--- src/rtl/switch_pkg.sv ---
// Shared constants and types for the switch sampler input stage.
package switch_pkg;

   localparam int DEFAULT_DEBOUNCE_CYCLES = 1000000;

   typedef enum logic {S_IDLE, S_HOLD} sampler_state_t;

endpackage

--- src/rtl/switch_sampler_if.sv ---
// Valid/ready channel carrying settled switch words to the downstream adder.
interface switch_sampler_if #(
   parameter int WIDTH = 8
);
   logic             out_valid;
   logic             out_ready;
   logic [WIDTH-1:0] out_data;

   modport master (output out_valid, output out_data, input out_ready);
   modport slave  (input out_valid, input out_data, output out_ready);
endinterface

--- src/rtl/switch_sync.sv ---
// Two-flop synchronizer bringing raw switch pins into the clock domain.
module switch_sync #(
   parameter int WIDTH = 8
) (
   input  logic             clk,
   input  logic             rst_n,
   input  logic [WIDTH-1:0] d,
   output logic [WIDTH-1:0] q
);

   logic [WIDTH-1:0] sync_p0;
   logic [WIDTH-1:0] sync_p1;

   always_ff @(posedge clk or negedge rst_n) begin
      if (!rst_n) begin
         sync_p0 <= '0;
         sync_p1 <= '0;
      end else begin
         sync_p0 <= d;
         sync_p1 <= sync_p0;
      end
   end

   assign q = sync_p1;

endmodule

--- src/rtl/switch_sampler.sv ---
// Synchronizes, debounces and offers settled switch words over valid/ready.
// Optional SWITCH_SAMPLER_CHANGE_COUNT_EN adds an 8-bit wrapping transfer counter.
module switch_sampler
   import switch_pkg::*;
#(
   parameter int WIDTH           = 8,
   parameter int DEBOUNCE_CYCLES = DEFAULT_DEBOUNCE_CYCLES
) (
   input  logic             CLOCK,
   input  logic             RESET_N,
   input  logic [WIDTH-1:0] SWITCH,
   switch_sampler_if.master out_if
`ifdef SWITCH_SAMPLER_CHANGE_COUNT_EN
   ,
   output logic [7:0]       change_count
`endif
);

   localparam int CNT_W = $clog2(DEBOUNCE_CYCLES);

   logic [WIDTH-1:0] sync2;
   logic [WIDTH-1:0] cand;
   logic [WIDTH-1:0] stable;
   logic [CNT_W-1:0] cnt;
   logic [WIDTH-1:0] data_q;
   logic [WIDTH-1:0] data_d;
   logic             xfer;
   sampler_state_t   state_q;
   sampler_state_t   state_d;

   switch_sync #(.WIDTH(WIDTH)) u_sync (
      .clk   (CLOCK),
      .rst_n (RESET_N),
      .d     (SWITCH),
      .q     (sync2)
   );

   // A change of sync2 always wins over a terminal count, restarting the hold window.
   always_ff @(posedge CLOCK or negedge RESET_N) begin
      if (!RESET_N) begin
         cand   <= '0;
         stable <= '0;
         cnt    <= '0;
      end else if (sync2 != cand) begin
         cand <= sync2;
         cnt  <= '0;
      end else if (cand != stable) begin
         if (cnt == CNT_W'(DEBOUNCE_CYCLES - 1)) begin
            stable <= cand;
            cnt    <= '0;
         end else begin
            cnt <= cnt + CNT_W'(1);
         end
      end else begin
         cnt <= '0;
      end
   end

   always_ff @(posedge CLOCK or negedge RESET_N) begin
      if (!RESET_N) begin
         state_q <= S_IDLE;
         data_q  <= '0;
      end else begin
         state_q <= state_d;
         data_q  <= data_d;
      end
   end

   // data_q is both the offered word and the last accepted one, so repeats are suppressed.
   always_comb begin
      state_d = state_q;
      data_d  = data_q;
      case (state_q)
         S_IDLE: begin
            if (stable != data_q) begin
               data_d  = stable;
               state_d = S_HOLD;
            end
         end
         S_HOLD: begin
            if (xfer) begin
               if (stable != data_q) begin
                  data_d = stable;
               end else begin
                  state_d = S_IDLE;
               end
            end
         end
      endcase
   end

   assign out_if.out_valid = (state_q == S_HOLD);
   assign out_if.out_data  = data_q;
   assign xfer             = out_if.out_valid & out_if.out_ready;

`ifdef SWITCH_SAMPLER_CHANGE_COUNT_EN
   always_ff @(posedge CLOCK or negedge RESET_N) begin
      if (!RESET_N) begin
         change_count <= '0;
      end else if (xfer) begin
         change_count <= change_count + 8'd1;
      end
   end
`endif

endmodule
--- src/flat_wrapper.sv ---
// flat-port wrapper written by rule: the top's interface ports become plain ports
module switch_sampler_flat import switch_pkg::*;
#(
   parameter int WIDTH           = 8,
   parameter int DEBOUNCE_CYCLES = DEFAULT_DEBOUNCE_CYCLES
)
  (CLOCK, RESET_N, SWITCH, out_if_out_valid, out_if_out_data, out_if_out_ready);
  switch_sampler_if #(.WIDTH(WIDTH)) out_if_i ();
  input  logic CLOCK;
  input  logic RESET_N;
  input  logic [WIDTH-1:0] SWITCH;
  output wire logic [$bits(out_if_i.out_valid)-1:0] out_if_out_valid;
  output wire logic [$bits(out_if_i.out_data)-1:0] out_if_out_data;
  input wire logic [$bits(out_if_i.out_ready)-1:0] out_if_out_ready;
  assign out_if_out_valid = out_if_i.out_valid;
  assign out_if_out_data = out_if_i.out_data;
  assign out_if_i.out_ready = out_if_out_ready;
  switch_sampler #(.WIDTH(WIDTH), .DEBOUNCE_CYCLES(DEBOUNCE_CYCLES)) u_core (.CLOCK(CLOCK), .RESET_N(RESET_N), .SWITCH(SWITCH), .out_if(out_if_i));
endmodule
--- config.mk ---
export PLATFORM = sky130hd
export DESIGN_NAME = switch_sampler_flat
export DESIGN_NICKNAME = d
export VERILOG_FILES = /design/src/rtl/switch_pkg.sv /design/src/rtl/switch_sampler_if.sv /design/src/rtl/switch_sync.sv /design/src/rtl/switch_sampler.sv /design/src/flat_wrapper.sv
export SDC_FILE = /design/constraint.sdc
export NUM_CORES = 1
export LEC_CHECK = 0
export ABC_AREA = 1
export ABC_CLOCK_PERIOD_IN_PS = 3700
export CAP_MARGIN = 20
export CORE_MARGIN = 8
export CORE_UTILIZATION = 54
export DETAILED_ROUTE_END_ITERATION = 8
export PLACE_DENSITY = 0.76
export SLEW_MARGIN = 20
export SYNTH_ARGS = -nofsm -noshare
export SYNTH_HDL_FRONTEND = slang
export SYNTH_SLANG_ARGS = --single-unit
--- constraint.sdc ---
create_clock -name CLOCK -period 3.7 [get_ports CLOCK]
set_input_delay 0.74 -clock CLOCK [delete_from_list [all_inputs] [get_ports CLOCK]]
set_output_delay 0.74 -clock CLOCK [all_outputs]
set_load 0.1 [all_outputs]
==> flow_summary.toml <==
[status]
outcome = "finished, final reports clean"

[power]
seqPwrFrac_pct = 52.2
switching_power_uw = 294
pwr-share-comb_pct = 3.4
peakVddDrop_mv = 0.314
sw_frac_of_total_pct = 22.3
power.density_nw_per_um2 = 406
power_frac_clock_pct = 44.4
power.leakage_nw = 1.57
intPower_mw = 1.03
total_power_mw = 1.32

[layout]
nNetsFinal = 362
antennaDiodeCount = 0
drive_gt1_share_pct = 10.1
areaGrowthSynthToFinish_pct = 15.3
finalInstanceArea_sq_um = 3260
utilization_pct = 64.2

[global_route]
grt_pass1_vias = 1874
track_usage_pct = 14.0
gr-total-overflow = 0
grt_max_degree = 48
grt_first_pass_wirelength_mm = 8.38
antenna_found_initial = 0

[worst_setup_path]
r2r_setup_slack_ns = 1.96
crit_path_max_incr_delay_ns = 1.15
crit_path_top_delay_cell = "clkdlybuf4s50_1"
r2r_end = "u_core.stable[4]$_DFFE_PN0P_"
r2r-start = "u_core.cnt[0]$_DFF_PN0_"
critical-path-top-delay-family = "buffers and inverters"
crit_fanout = 3
critPathRequiredTime_ns = 2.96
path_cells = "clkdlybuf4s50_1"
critPathCaptureType = "primary output"
cp-start-kind = "register"
path_buf_inv = 1
crit_type = "register to primary output"
arrival_ns = 1.87
reg2reg_depth = 8

[detailed_routing]
detail_route.iter0.violations = 99
drc = 0
drt-total-wl_mm = 4.79
vias_per_cell = 4.77
route.vias.total = 2029
first_pass_iters = 4
ant_nets = 0
wl_per_cell_um = 11.3

[timing]
report.final.slew_viol_count = 0
fin_crit_ns = 2.61
hold_violations = 0
grt_setup_unrepaired = "false"
slew_headroom_pct = 34.5
fin_skew_ns = 0.00747
timing.final.crit_share_pct = 70.6
fin_tns_setup_ns = 0
hold_slack_ns = 0.348
worst_pin_slew_ns = 0.979
finalSetupViolations = 0
max_freq_mhz = 383

[worst_hold_path]
whs_path_depth = 0
min_to = "u_core.u_sync.q[6]$_DFF_PN0_"
worstHoldStart = "u_core.u_sync.sync_p0[6]$_DFF_PN0_"
hp-class = "register to register"

[logic_synthesis]
async_flop_share_pct = 100
synth_edf_count = 0
yosysMostFrequentCell = "nand2_1"
synth_top_cells_by_count = "103 x nand2_1, 61 x dfrtp_1, 34 x inv_1, 34 x nor2_1, 20 x nand3_1"
yosys.area.top_type = "dfrtp_1"
synth.avg_cell_area_sq_um = 8.59
syn_nets = 341
yosysSeqAreaShare_pct = 54.0
synthTopCellsByArea = "dfrtp_1 54%, nand2_1 14%, inv_1 4.5%"
synth_top_area_share_pct = 54.0
syn_inst = 329
synth_area_sq_um = 2830
yosys_warnings = 0
ys.flop_type = "dfrtp_1"
synth_seq_cells = 61
ys_types = 25

[floorplan]
die_area_sq_um = 7800
die_height_um = 88.3
rows = 26
die_x_um = 88.3
core_area_sq_um = 5070
initial_core_util_pct = 55.7
io_pins = 20

[place]
place.detailed.hpwl_mm = 3.41
placed_cell_area_sq_um = 3050
port_buffers = 19
place_congestion = 0.826

[clock_tree]
cts_buffer_depth = 2
cts_resized = 0
cts.clk_slew.worst_paths_ns = 0.07
tritoncts = "done"
cts_post_setup_buffers_inserted = 0
clkLatencyLatePin_ns = 0.33
clock-root-buffer = "clkbuf_8"
htree_levels = 3
cts_buffers = 9
cts.sinks = 61
cts_hold_buf = 0

[job]
cap_viol_max_count = 0
-- cell families after synthesis --
family	Yosys count	share of synthesized area, %
XOR/XNOR	23	7.13
AO/OA/AOI/OAI	4	1.06
buffers and inverters	49	7.04
AND/OR/NAND/NOR	191	30.3
adder cells (fa/ha/maj)	1	0.443
flip-flops	61	54.0
-- metal layers --
metal,vias up,part of all wire [%],track usage [%]
li1,1053,-,-
met1,938,48,17.4
met2,31,46,21.3
met3,7,3.9,3.90
met4,0,1.5,7.83
met5,-,0,0
-- layout by cell type (no fill, tap or decap), drive strengths merged --
| master | n |
|---|---|
| inv | 38 |
| nand3b | 1 |
| and3 | 1 |
| ha | 1 |
| nand3 | 22 |
| clkinv | 1 |
| o21bai | 1 |
| a21oi | 3 |
| xnor2 | 9 |
| clkbuf | 11 |
| nor3 | 12 |
| clkinvlp | 4 |
| nand2 | 106 |
| buf | 2 |
| nand4 | 10 |
| dfrtp | 61 |
| xor2 | 14 |
| bufinv | 1 |
| clkdlybuf4s50 | 18 |
| nor2 | 39 |
-- sequential cells by signal (all words and copies together), names as in the netlist --
| name | flops |
|---|---|
| u_core.u_sync.q | 8 |
| u_core.out_if.out_data | 8 |
| u_core.out_if.out_valid | 1 |
| u_core.cand | 8 |
| u_core.cnt | 20 |
| u_core.u_sync.sync_p0 | 8 |
| u_core.stable | 8 |
-- power groups by stage --
stage	Sequential, mW	Clock (mW)	Combinational (mW)
floorplan	0.700	0	0.0232
global placement	0.702	0	0.0461
detailed placement	0.703	0	0.0471
CTS	0.690	0.604	0.0473
global route	0.691	0.634	0.0543
finish	0.690	0.587	0.0456
-- how the worst max path moves through the flow --
stage,startpoint,endpoint,slack [ns],depth (start not counted)
2_1_floorplan,u_core.out_if.out_data[7]$_DFFE_PN0P_,u_core.out_if.out_data[3]$_DFFE_PN0P_,1.78,7
3_3_place_gp,u_core.out_if.out_data[0]$_DFFE_PN0P_,out_if_out_data[0],1.46,1
6_report,u_core.out_if.out_data[4]$_DFFE_PN0P_,out_if_out_data[4],1.09,1
5_1_grt,u_core.out_if.out_data[1]$_DFFE_PN0P_,out_if_out_data[1],1.02,1
3_5_place_dp,u_core.out_if.out_data[4]$_DFFE_PN0P_,out_if_out_data[4],1.43,1
4_1_cts,u_core.out_if.out_data[4]$_DFFE_PN0P_,out_if_out_data[4],1.06,1
-- area by class of cell --
class                   count  area, sq um
clock inverters             5         60.1
fillers                   449         1820
flip-flops and latches     61         1530
well taps                  70         87.6
multi-input cells         219         1100
clock buffers              11          141
repair buffers             20          195
inverters                  39          146
-- stage by stage --
step	setup WS (ns)	std cells
5_1_grt	1.02	425
4_1_cts	1.06	425
3_5_place_dp	1.43	409
6_report	1.09	425
3_3_place_gp	1.46	409
2_1_floorplan	1.78	329
No activity file was read; power rests on OpenSTA's default activity.
